--- src/rtl/wb_arbiter.sv ---
// rtl/wb_arbiter.sv - register-file writeback arbiter: pipeline priority, mult/div result FIFO, pending mask
// Optional macro WB_BYPASS_EN lets an md result skip the empty FIFO straight to the write port.
module wb_arbiter #(
   parameter int DEPTH = 2,
   parameter int DW    = 32
) (
   input  logic          clock,
   input  logic          ctrl_reset,
   input  logic          pipe_we,
   input  logic [4:0]    pipe_rd,
   input  logic [DW-1:0] pipe_data,
   input  logic          md_valid,
   input  logic [4:0]    md_rd,
   input  logic [DW-1:0] md_data,
   output logic          md_ready,
   output logic          ctrl_writeEnable,
   output logic [4:0]    ctrl_writeReg,
   output logic [DW-1:0] data_writeReg,
   output logic [31:0]   pending_mask
);

   localparam int AW = (DEPTH > 1) ? $clog2(DEPTH) : 1;
   localparam logic [AW:0] FULL_CNT = (AW + 1)'(DEPTH);

   logic [4:0]       rd_q   [DEPTH];
   logic [DW-1:0]    data_q [DEPTH];
   logic [DEPTH-1:0] live_q;
   logic [AW-1:0]    wr_ptr;
   logic [AW-1:0]    rd_ptr;
   logic [AW:0]      count;
   logic             out_from_fifo;

   logic pipe_hit;
   logic accept;
   logic md_live;
   logic bypass;
   logic push;
   logic pop;

   assign md_ready = (count != FULL_CNT);
   assign pipe_hit = pipe_we && (pipe_rd != 5'd0);
   assign accept   = md_valid && md_ready;
   assign md_live  = accept && (md_rd != 5'd0);
`ifdef WB_BYPASS_EN
   assign bypass   = (count == '0) && !pipe_hit && md_live;
`else
   assign bypass   = 1'b0;
`endif
   assign push     = md_live && !bypass;
   assign pop      = !pipe_hit && (count != '0);

   // Killed entries keep their slot, so live_q (not count) drives the mask.
   always_comb begin
      pending_mask = '0;
      for (int i = 0; i < DEPTH; i++) begin
         if (live_q[i]) pending_mask[rd_q[i]] = 1'b1;
      end
      if (out_from_fifo && ctrl_writeEnable) pending_mask[ctrl_writeReg] = 1'b1;
      pending_mask[0] = 1'b0;
   end

   always_ff @(posedge clock or posedge ctrl_reset) begin
      if (ctrl_reset) begin
         for (int i = 0; i < DEPTH; i++) begin
            rd_q[i]   <= '0;
            data_q[i] <= '0;
         end
         live_q           <= '0;
         wr_ptr           <= '0;
         rd_ptr           <= '0;
         count            <= '0;
         out_from_fifo    <= 1'b0;
         ctrl_writeEnable <= 1'b0;
         ctrl_writeReg    <= '0;
         data_writeReg    <= '0;
      end else begin
         // A younger pipeline write to the same register makes queued results stale.
         for (int i = 0; i < DEPTH; i++) begin
            if (pipe_hit && rd_q[i] == pipe_rd) live_q[i] <= 1'b0;
         end
         if (pop) begin
            live_q[rd_ptr] <= 1'b0;
            rd_ptr         <= rd_ptr + 1'b1;
         end
         if (push) begin
            rd_q[wr_ptr]   <= md_rd;
            data_q[wr_ptr] <= md_data;
            live_q[wr_ptr] <= !(pipe_hit && md_rd == pipe_rd);
            wr_ptr         <= wr_ptr + 1'b1;
         end
         if (push && !pop)      count <= count + 1'b1;
         else if (pop && !push) count <= count - 1'b1;

         if (pipe_hit) begin
            ctrl_writeEnable <= 1'b1;
            ctrl_writeReg    <= pipe_rd;
            data_writeReg    <= pipe_data;
            out_from_fifo    <= 1'b0;
         end else if (pop) begin
            ctrl_writeEnable <= live_q[rd_ptr];
            ctrl_writeReg    <= rd_q[rd_ptr];
            data_writeReg    <= data_q[rd_ptr];
            out_from_fifo    <= 1'b1;
         end else if (bypass) begin
            ctrl_writeEnable <= 1'b1;
            ctrl_writeReg    <= md_rd;
            data_writeReg    <= md_data;
            out_from_fifo    <= 1'b0;
         end else begin
            ctrl_writeEnable <= 1'b0;
            out_from_fifo    <= 1'b0;
         end
      end
   end

endmodule

--- config.mk ---
export PLATFORM = sky130hd
export DESIGN_NAME = wb_arbiter
export DESIGN_NICKNAME = d
export VERILOG_FILES = /design/src/rtl/wb_arbiter.sv
export SDC_FILE = /design/constraint.sdc
export NUM_CORES = 1
export LEC_CHECK = 0
export BUFFER_PORTS_ARGS = -buffer_cell sky130_fd_sc_hd__buf_2
export CAP_MARGIN = 30
export CORE_ASPECT_RATIO = 0.5
export CORE_MARGIN = 2
export CORE_UTILIZATION = 49
export DETAILED_ROUTE_END_ITERATION = 7
export HOLD_SLACK_MARGIN = 0.05
export PLACE_DENSITY = 0.77
export SLEW_MARGIN = 40
export SYNTH_ARGS = -nofsm -noshare
export SYNTH_HDL_FRONTEND = slang
export SYNTH_SLANG_ARGS = --single-unit
--- constraint.sdc ---
create_clock -name clock -period 3.53 [get_ports clock]
set_input_delay 0.5295 -clock clock [delete_from_list [all_inputs] [get_ports clock]]
set_output_delay 0.5295 -clock clock [all_outputs]
set_load 0.1 [all_outputs]
# Yosys cells after proc, flatten, opt, wreduce, memory -nomap -nowiden
# Cells that the tools add are included.
# totals
in_bits,78
ff_bits,119
elab_cells,106
output_inout_bits,71
# classes
order_cmp,13
n_eq_ne,4
muxes,42
n_reduce_logical,25
addsub,4
bitwise_logic,6
# ops
op,n
$mux W32,9
$bwmux W64,1
$or A32 B32 Y32,2
$demux W32 S1,1
$mux W5,6
$lt A5 B6 Y1 const B,3
$logic_and A1 B1 Y1,16
$demux W1 S5,3
$eq A5 B5 Y1,3
$ge A5 B1 Y1 const B,3
$mux W1,13
$bwmux W10,1
$reduce_bool A5 Y1,2
$mux W2,4
$reduce_bool A2 Y1,3
$demux W5 S1,1
$ge A2 B2 Y1 const B,2
$logic_not A1 Y1,4
$lt A1 B2 Y1 const B,2
$not A1 Y2,2
$add A1 B1 Y1 const B,2
$add A2 B1 Y2 const B,1
$and A2 B2 Y2,1
$bwmux W2,1
6 further kinds,8

# Longest topological paths before layout
# Gate-level depths: netlist of the first run.
# depth
ltp_word,9
mapped_depth,8
mapped_depth_nobuf,7

# Worst setup path after synthesis of the first run
# OpenSTA, ideal clock, no wires.
# synth_timing
path_kind,flip-flop to output port
start,register ctrl_writeReg[1]
end,output pending_mask[10]
path_buffers,0
t_arrival_ps,3700
stages_incl_launch_ff,4
required_ps,3000
setup_slack_ps,-699
path_cell_list,dfrtp_1 inv_1 or3_1 o21ai_0
# synth_via
elab_chain_len,6
elab_cells_between_ends,7
classes_between,2 x order compare; 3 x mux; 1 x bitwise; 1 x reduce/logical
# synth_rtl
element,line,text
from (decl),17,"output logic [4:0] ctrl_writeReg,"
from (signal assigned),96,ctrl_writeReg <= pipe_rd;
from (signal assigned),101,ctrl_writeReg <= rd_q[rd_ptr];
from (signal assigned),106,ctrl_writeReg <= md_rd;
$lt A5 B6 Y1 (not written as such) / $ge A5 B1 Y1 (equally long branches),58,if (out_from_fifo && ctrl_writeEnable) pending_mask[ctrl_writeReg] = 1'b1;
$logic_and A1 B1 Y1 (not written as such),58,
$mux W1 (not written as such),58,
$demux W1 S5 *,58,
$or A32 B32 Y32 (no line) *,n/a,
$mux W32 *,58,
to (decl),19,output logic [31:0] pending_mask
# Mark *: on every way between the ends. The rest lies on a longest branch, timed or not.

# Worst setup path after layout of the first run
# layout_timing
start,register rd_q[9] (netlist name)
end,output pending_mask[16]
# layout_via
elab_chain_len,9
elab_cells_between_ends,10
classes_between,2 x order compare; 5 x mux; 2 x bitwise; 1 x reduce/logical
# layout_rtl
element,line,text
from (decl),25,logic [4:0] rd_q [DEPTH];
"from (signal, indexed assignment)",86,rd_q[wr_ptr] <= md_rd;
$lt A5 B6 Y1 (not written as such) / $ge A5 B1 Y1 (equally long branches),56,if (live_q[i]) pending_mask[rd_q[i]] = 1'b1;
$logic_and A1 B1 Y1 (not written as such),56,
$mux W1 (not written as such),56,
$demux W1 S5 *,56,
$mux W32 *,56,
$or A32 B32 Y32 (no line),n/a,
$mux W32 *,56,
$or A32 B32 Y32 (no line),n/a,
$mux W32 *,58,
# Marks and branches as above.

==> flow_summary_export.csv, run 1 <==
group,metric,value,unit
status,status,"completed",
routing,ant_nets,0,
finish,fin_util,63.9,%
place,place_area,6970,sq um
finish,areaGrowthSynthToFinish,25.3,%
worst_setup_path,crit_fanout,11,
finish,antennaDiodeCount,0,
clock_tree,clockRootBuffer,"clkbuf_16",
clock_tree,clock-sinks,119,
finish,finalNetCount,782,
sta,finalMaxSlewViolations,0,
floorplan,dieHeight,83,um
synth,ys.flop_type,"dfrtp_1",
global_routing,grt_usage,25.1,%
sta,setup_viol,0,
floorplan,num_rows,28,
global_routing,grt_pass1_wl,26700,um
clock_tree,clock_path_buffers,2,
floorplan,initial_utilization,51.0,%
job,maxCapViolCount,0,
worst_setup_path,startpoint_type,"flop",
finish,post_layout_nonfiller_instances,881,
clock_tree,clk_pin_slew_worst_paths,0.05,ns
routing,routedWlPerCell,18.5,um
sta,fmax,358,MHz
worst_setup_path,r2r_cells,3,
floorplan,dieArea,13400,sq um
place,gp_congestion,0.869,
routing,first_pass_iters,5,
place,port_buffers,147,
worst_setup_path,crit_path_end_kind,"output port",
clock_tree,clk_latency,0.41,ns
clock_tree,htree_levels,4,
place,dpl.hpwl,10800,um
routing,drtIter0Drc,478,
worst_setup_path,path_class,"flop to output port",
worst_setup_path,reg2reg_slack,1.43,ns
sta,period_share,79.2,%
worst_setup_path,crit_start,"rd_q[9]",
floorplan,core,12000,sq um
synth,synth_warnings,0,
clock_tree,cts_made_buffers,17,
sta,fin_skew,0.00673,ns
worst_setup_path,cp.required,3.00,ns
sta,slew_headroom,48.7,%
sta,hold_viol_final,0,
sta,rsz0062_at_grt,"false",
synth,synthCells,571,
floorplan,io_pins,149,
synth,syn_area,6120,sq um
synth,synth_seq_cells,119,
routing,drc,0,
finish,drive_gt1_share,38.3,%
clock_tree,hold_buffers,0,
routing,avgViaCountPerCell,5.85,
routing,routed_wl,16300,um
global_routing,grt_max_degree,66,
synth,syn_nets,650,
sta,worstMarginPinSlew,0.769,ns
clock_tree,cts_resized,0,
synth,synth_edf_count,0,
clock_tree,cts_tree,"built",
sta,min_period,2.80,ns
routing,vias,5156,
worst_setup_path,r2r_start,"count[0]",
clock_tree,cts_setup_buffers,0,
global_routing,antenna_found_initial,1,
synth,async_reset_ff_share,100,%
finish,final_area,7660,sq um
worst_setup_path,arrival,2.27,ns
floorplan,die_w,162,um
synth,syn_area_per_cell,10.7,sq um
global_routing,grt_pass1_vias,5338,
synth,synth.distinct_cells,42,
place,dp_cells,848,
synth,synth_seq_area_share,48.7,%
global_routing,grt-ovfl-total,0,
worst_hold_path,min_path_type,"primary input to async pin",
kinds of logic after synthesis:
kind of cell	synth area share (%)
adder cells (fa/ha/maj)	0.205
flip-flops	48.7
AO/OA/AOI/OAI	15.0
multiplexers	15.5
AND/OR/NAND/NOR	13.8
buffers and inverters	3.91
other	0.0613
XOR/XNOR	2.72
cells in the final DEF (no fill, tap or decap), types with 5 or more instances in the layout:
cell / Yosys / layout
clkbuf_8: 0 / 5
a22oi_1: 15 / 15
buf_2: 11 / 147
nand3_1: 18 / 18
a21oi_1: 37 / 37
xnor2_1: 11 / 11
mux2_2: 72 / 72
a221o_1: 24 / 24
dfrtp_1: 119 / 118
o21ai_0: 31 / 20
nor2_1: 22 / 21
o21ai_1: 0 / 11
o221ai_1: 16 / 16
nand2_1: 64 / 64
inv_1: 7 / 6
bufinv_16: 0 / 5
buf_4: 2 / 6
mux2i_1: 14 / 14
nor3_1: 5 / 5
nor3b_1: 8 / 8
xor2_1: 8 / 8
clkbuf_16: 0 / 17
nand3b_1: 22 / 22
metal layers:
layer | track usage (%) | share of wire (%)
met3 | 4.75 | 6.3
met1 | 32.2 | 44
met5 | 0 | 0
met2 | 42.1 | 48
met4 | 10.5 | 1.6
flip-flops by register name, summed over array words and instances (netlist names):
| register | cells |
|---|---|
| rd_q | 10 |
| data_writeReg | 32 |
| live_q | 2 |
| out_from_fifo | 1 |
| count | 2 |
| data_q | 64 |
| ctrl_writeReg | 5 |
| wr_ptr | 1 |
| rd_ptr | 1 |
| ctrl_writeEnable | 1 |
cell type report:
type,count,area (sq um)
clock buffer,24,502
clock inverter,8,165
fill,995,4320
inverter,7,30.0
multi-input combinational,402,2930
sequential,119,2980
tap,165,206
timing repair buffer,156,848
final timing paths:
path,to
setup / recovery,pending_mask[16]
min in group clock,data_writeReg[26]
setup reg to reg,ctrl_writeReg[0]
max in group asynchronous,data_q[27]
hold / removal,data_q[45]
hold reg to reg,data_writeReg[31]
worst max-delay path, cell delays in order (launching register included):
cell and delay (ns):
dfrtp_1 0.63, nor3b_1 0.47, a22oi_1 0.19, o21ai_1 0.12, buf_2 0.44
metrics by stage:
| stage | worst slack [ns] | hold slack (ns) | setup TNS, ns |
|---|---|---|---|
| floorplan | -0.699 | 0.473 | -2.80 |
| global route | 0.595 | 0.214 | 0 |
| global placement | 0.930 | 0.479 | 0 |
| CTS | 0.741 | 0.194 | 0 |
| finish | 0.734 | 0.188 | 0 |
| detailed placement | 0.905 | 0.487 | 0 |
cell usage after synthesis, types with 2 or more instances:
library cell	instances	share of area, %
mux2_2	72	13
nor3_1	5	0.41
or3b_2	3	0.43
buf_4	2	0.25
a22oi_1	15	1.8
nor2_1	22	1.4
nand3_1	18	1.5
buf_2	11	0.90
clkbuf_1	24	1.5
inv_1	7	0.43
or4_4	2	0.37
nor4_1	2	0.20
nor3b_1	8	0.98
nand3b_1	22	2.7
o2111ai_2	2	0.49
or3_1	4	0.41
a221o_1	24	3.9
nand2_1	64	3.9
buf_1	2	0.12
xor2_1	8	1.1
dfrtp_1	119	49
a21oi_1	37	3.0
o21ai_0	31	2.5
nand2b_1	2	0.20
and3_1	4	0.41
o221ai_1	16	2.3
xnor2_1	11	1.6
buf_6	4	0.74
mux2i_1	14	2.3
and3b_1	2	0.29
or2_2	3	0.31
Power of run 1 is not shown: default switching activity piles up to over one toggle a cycle in this logic, so the estimate is an artifact.
==> inputs of run 2 (changes only) <==
ABC_AREA = 1   (was unset)
clock period = 2.5 ns   (was 3.53 ns; I/O delays follow)
==> flow_summary_export.csv, run 2 <==
group,metric,value,unit
sta,period_share,97.7,%
clock_tree,clock_path_buffers,2,
sta,rsz0062_at_grt,"true",
global_routing,grt_pass1_vias,5684,
finish,largest_reg_flops,64,
sta,hold_slack,0.182,ns
place,gp_congestion,0.895,
synth,yosys.area_share.xor_xnor,1.67,%
synth,yosys-top-cells-area,"dfrtp_1 47%, nand2_1 19%, o21ai_0 5.5%, inv_1 4.5%, o221ai_1 4.3%",
floorplan,initial_utilization,49.9,%
finish,final_common_cell,"nand2_1",
worst_setup_path,startpoint_type,"flop",
worst_setup_path,cp.required,2.12,ns
finish,fin_util,62.4,%
synth,yosys.area.top_type_share,47.4,%
synth,syn_area_per_cell,7.63,sq um
job,maxCapViolCount,0,
routing,first_pass_iters,5,
routing,ant_nets,0,
synth,synthTopCellsByCount,"324 x nand2_1, 119 x dfrtp_1, 76 x inv_1",
clock_tree,clockRootBuffer,"clkbuf_16",
synth,syn_area,6280,sq um
sta,hold_viol_final,0,
place,dpl.hpwl,12200,um
routing,avgViaCountPerCell,5.28,
finish,drive_gt1_share,23.3,%
clock_tree,cts_made_buffers,17,
clock_tree,htree_levels,4,
clock_tree,cts_setup_buffers,0,
synth,synth.most_common_cell,"nand2_1",
synth,syn_nets,903,
routing,drc,0,
synth,synth_simple_gate_area_share,26.8,%
synth,synth.distinct_cells,28,
worst_setup_path,path_class,"flop to output port",
synth,ys.flop_type,"dfrtp_1",
worst_setup_path,crit_chain,"inv_1, nand3_1, o221ai_1, buf_2",
synth,synth_edf_count,0,
pwr,leakage,4.01,nW
floorplan,core,12600,sq um
global_routing,grt_max_degree,73,
synth,synthAdderAreaFrac,0.199,%
sta,slew_headroom,44.5,%
clock_tree,clock-sinks,119,
finish,reg_top3,"data_q: 64 flops, data_writeReg: 32 flops, rd_q: 10 flops",
routing,routedWlPerCell,15.1,um
sta,finalMaxSlewViolations,0,
clock_tree,clk_pin_slew_worst_paths,0.06,ns
floorplan,die_w,164,um
worst_setup_path,cp_slowest_cell,"dfrtp_1",
sta,setup_viol,0,
clock_tree,cts_tree,"built",
synth,synthMuxAreaShare,0,%
finish,layout_common_cells,"324 x nand2_1, 131 x buf_2, 116 x dfrtp_1",
global_routing,antenna_found_initial,1,
finish,finalNetCount,1039,
sta,fin_skew,0.0121,ns
worst_setup_path,crit_path_end_kind,"output port",
synth,synth_top_family_by_area,"simple AND/OR/NAND/NOR gates",
global_routing,grt_pass1_wl,28100,um
sta,fmax,409,MHz
worst_setup_path,slowest_delay,0.48,ns
synth,synth_warnings,0,
floorplan,num_rows,29,
synth,synth_seq_area_share,47.4,%
routing,routed_wl,17200,um
synth,synthCells,824,
clock_tree,clk_latency,0.40,ns
floorplan,dieArea,13800,sq um
sta,worstMarginPinSlew,0.831,ns
worst_hold_path,min_path_type,"primary input to flop",
synth,yosysTopAreaCell,"dfrtp_1",
routing,vias,6038,
routing,drtIter0Drc,595,
synth,synth_seq_cells,119,
pwr,powerDensity,1590,nW/um^2
synth,async_reset_ff_share,100,%
place,port_buffers,147,
status,status,"completed",
floorplan,dieHeight,84.1,um
synth,synth_compound_area_share,14.3,%
finish,largest-register,"data_q",
sta,setup_slack,0.0572,ns
floorplan,io_pins,149,
sta,min_period,2.44,ns
worst_setup_path,crit_fanout,7,
finish,areaGrowthSynthToFinish,25.0,%
global_routing,grt_usage,25.8,%
global_routing,grt-ovfl-total,0,
pwr,vdd_drop_max,0.000962,V
place,pre_cts_slack,0.373,ns
worst_setup_path,arrival,2.07,ns
-- run 2: changes by cell type in the layout (fill, tap and decap cells not counted), sizes merged, moves of 14 or more --
cell / before / now
mux2i: 14 / 0
o21ai: 32 / 84
a21oi: 37 / 22
nand3b: 22 / 0
inv: 6 / 80
a22oi: 15 / 0
o221ai: 16 / 31
a221o: 24 / 0
nand2: 64 / 325
nand3: 18 / 54
mux2: 72 / 0
-- run 2: kinds of logic after synthesis --
logic type | after synthesis
buf+inv | 126
flops | 119
simple gates | 417
other cells | 1
xor+xnor | 12
fa+ha+maj | 1
compound gates | 148
-- run 2: worst max-delay path, delay by kind of cell (launching register included) --
kind                   cells  cell delay, ns
AO/OA/AOI/OAI              1            0.31
buffers and inverters      2            0.66
flip-flops                 1            0.48
AND/OR/NAND/NOR            1            0.22
-- run 2: cell type report --
type | instances | area, sq um
Clock inverter | 13 | 154
Clock buffer | 19 | 453
Inverter | 81 | 310
Tap cell | 170 | 213
Multi-Input combinational cell | 579 | 2810
Antenna cell | 1 | 2.50
Fill cell | 1093 | 4740
Sequential cell | 119 | 2980
Timing Repair Buffer | 162 | 928
-- run 2: layer usage --
metal,share of wire (%),global-route usage [%]
met2,47,41.6
met5,0,0
met1,46,35.6
met3,6.3,5.86
met4,0.74,5.98
-- run 2: where the power goes --
| group | total (mW) | switching, mW | internal (mW) | leakage [nW] |
|---|---|---|---|---|
| Sequential | 3.49 | 0.642 | 2.85 | 1.46 |
| Clock | 2.48 | 0.865 | 1.61 | 0.291 |
| Combinational | 6.52 | 5.19 | 1.33 | 2.27 |
| Total | 12.5 | 6.69 | 5.79 | 4.01 |
-- run 2: worst paths after layout --
path | startpoint | cells after the start | slack (ns) | end
setup / recovery | rd_q[3] | 4 | 0.06 | pending_mask[19]
hold / removal | md_data[11] | 3 | 0.18 | data_q[11]
setup reg to reg | count[1] | 4 | 0.68 | data_writeReg[22]
hold reg to reg | data_writeReg[15] | 2 | 0.47 | data_writeReg[15]
max in group asynchronous | ctrl_reset | 4 | 1.29 | rd_q[5]
min in group asynchronous | ctrl_reset | 3 | 0.57 | data_q[47]
-- run 2: metrics by stage --
| stage | instance area, sq um | cells | total power, mW | TNS (ns) |
|---|---|---|---|---|
| after floorplan | 6380 | 824 | 8.76 | -13.75 |
| after global placement | 7180 | 1110 | 9.81 | 0 |
| after detailed placement | 7180 | 1110 | 9.94 | 0 |
| after CTS | 7800 | 1143 | 12.5 | 0 |
| after global routing | 7850 | 1143 | 13.2 | 0 |
| final | 7860 | 1144 | 12.5 | 0 |
-- run 2: what timing repair did --
action / CTS / global route
hold buffers: 1 / 0
resized for setup: 1 / 18
endpoints found under the setup margin: 8 / 16
hold endpoints to repair: 19 / 0
No activity file was read; power rests on OpenSTA's default activity.
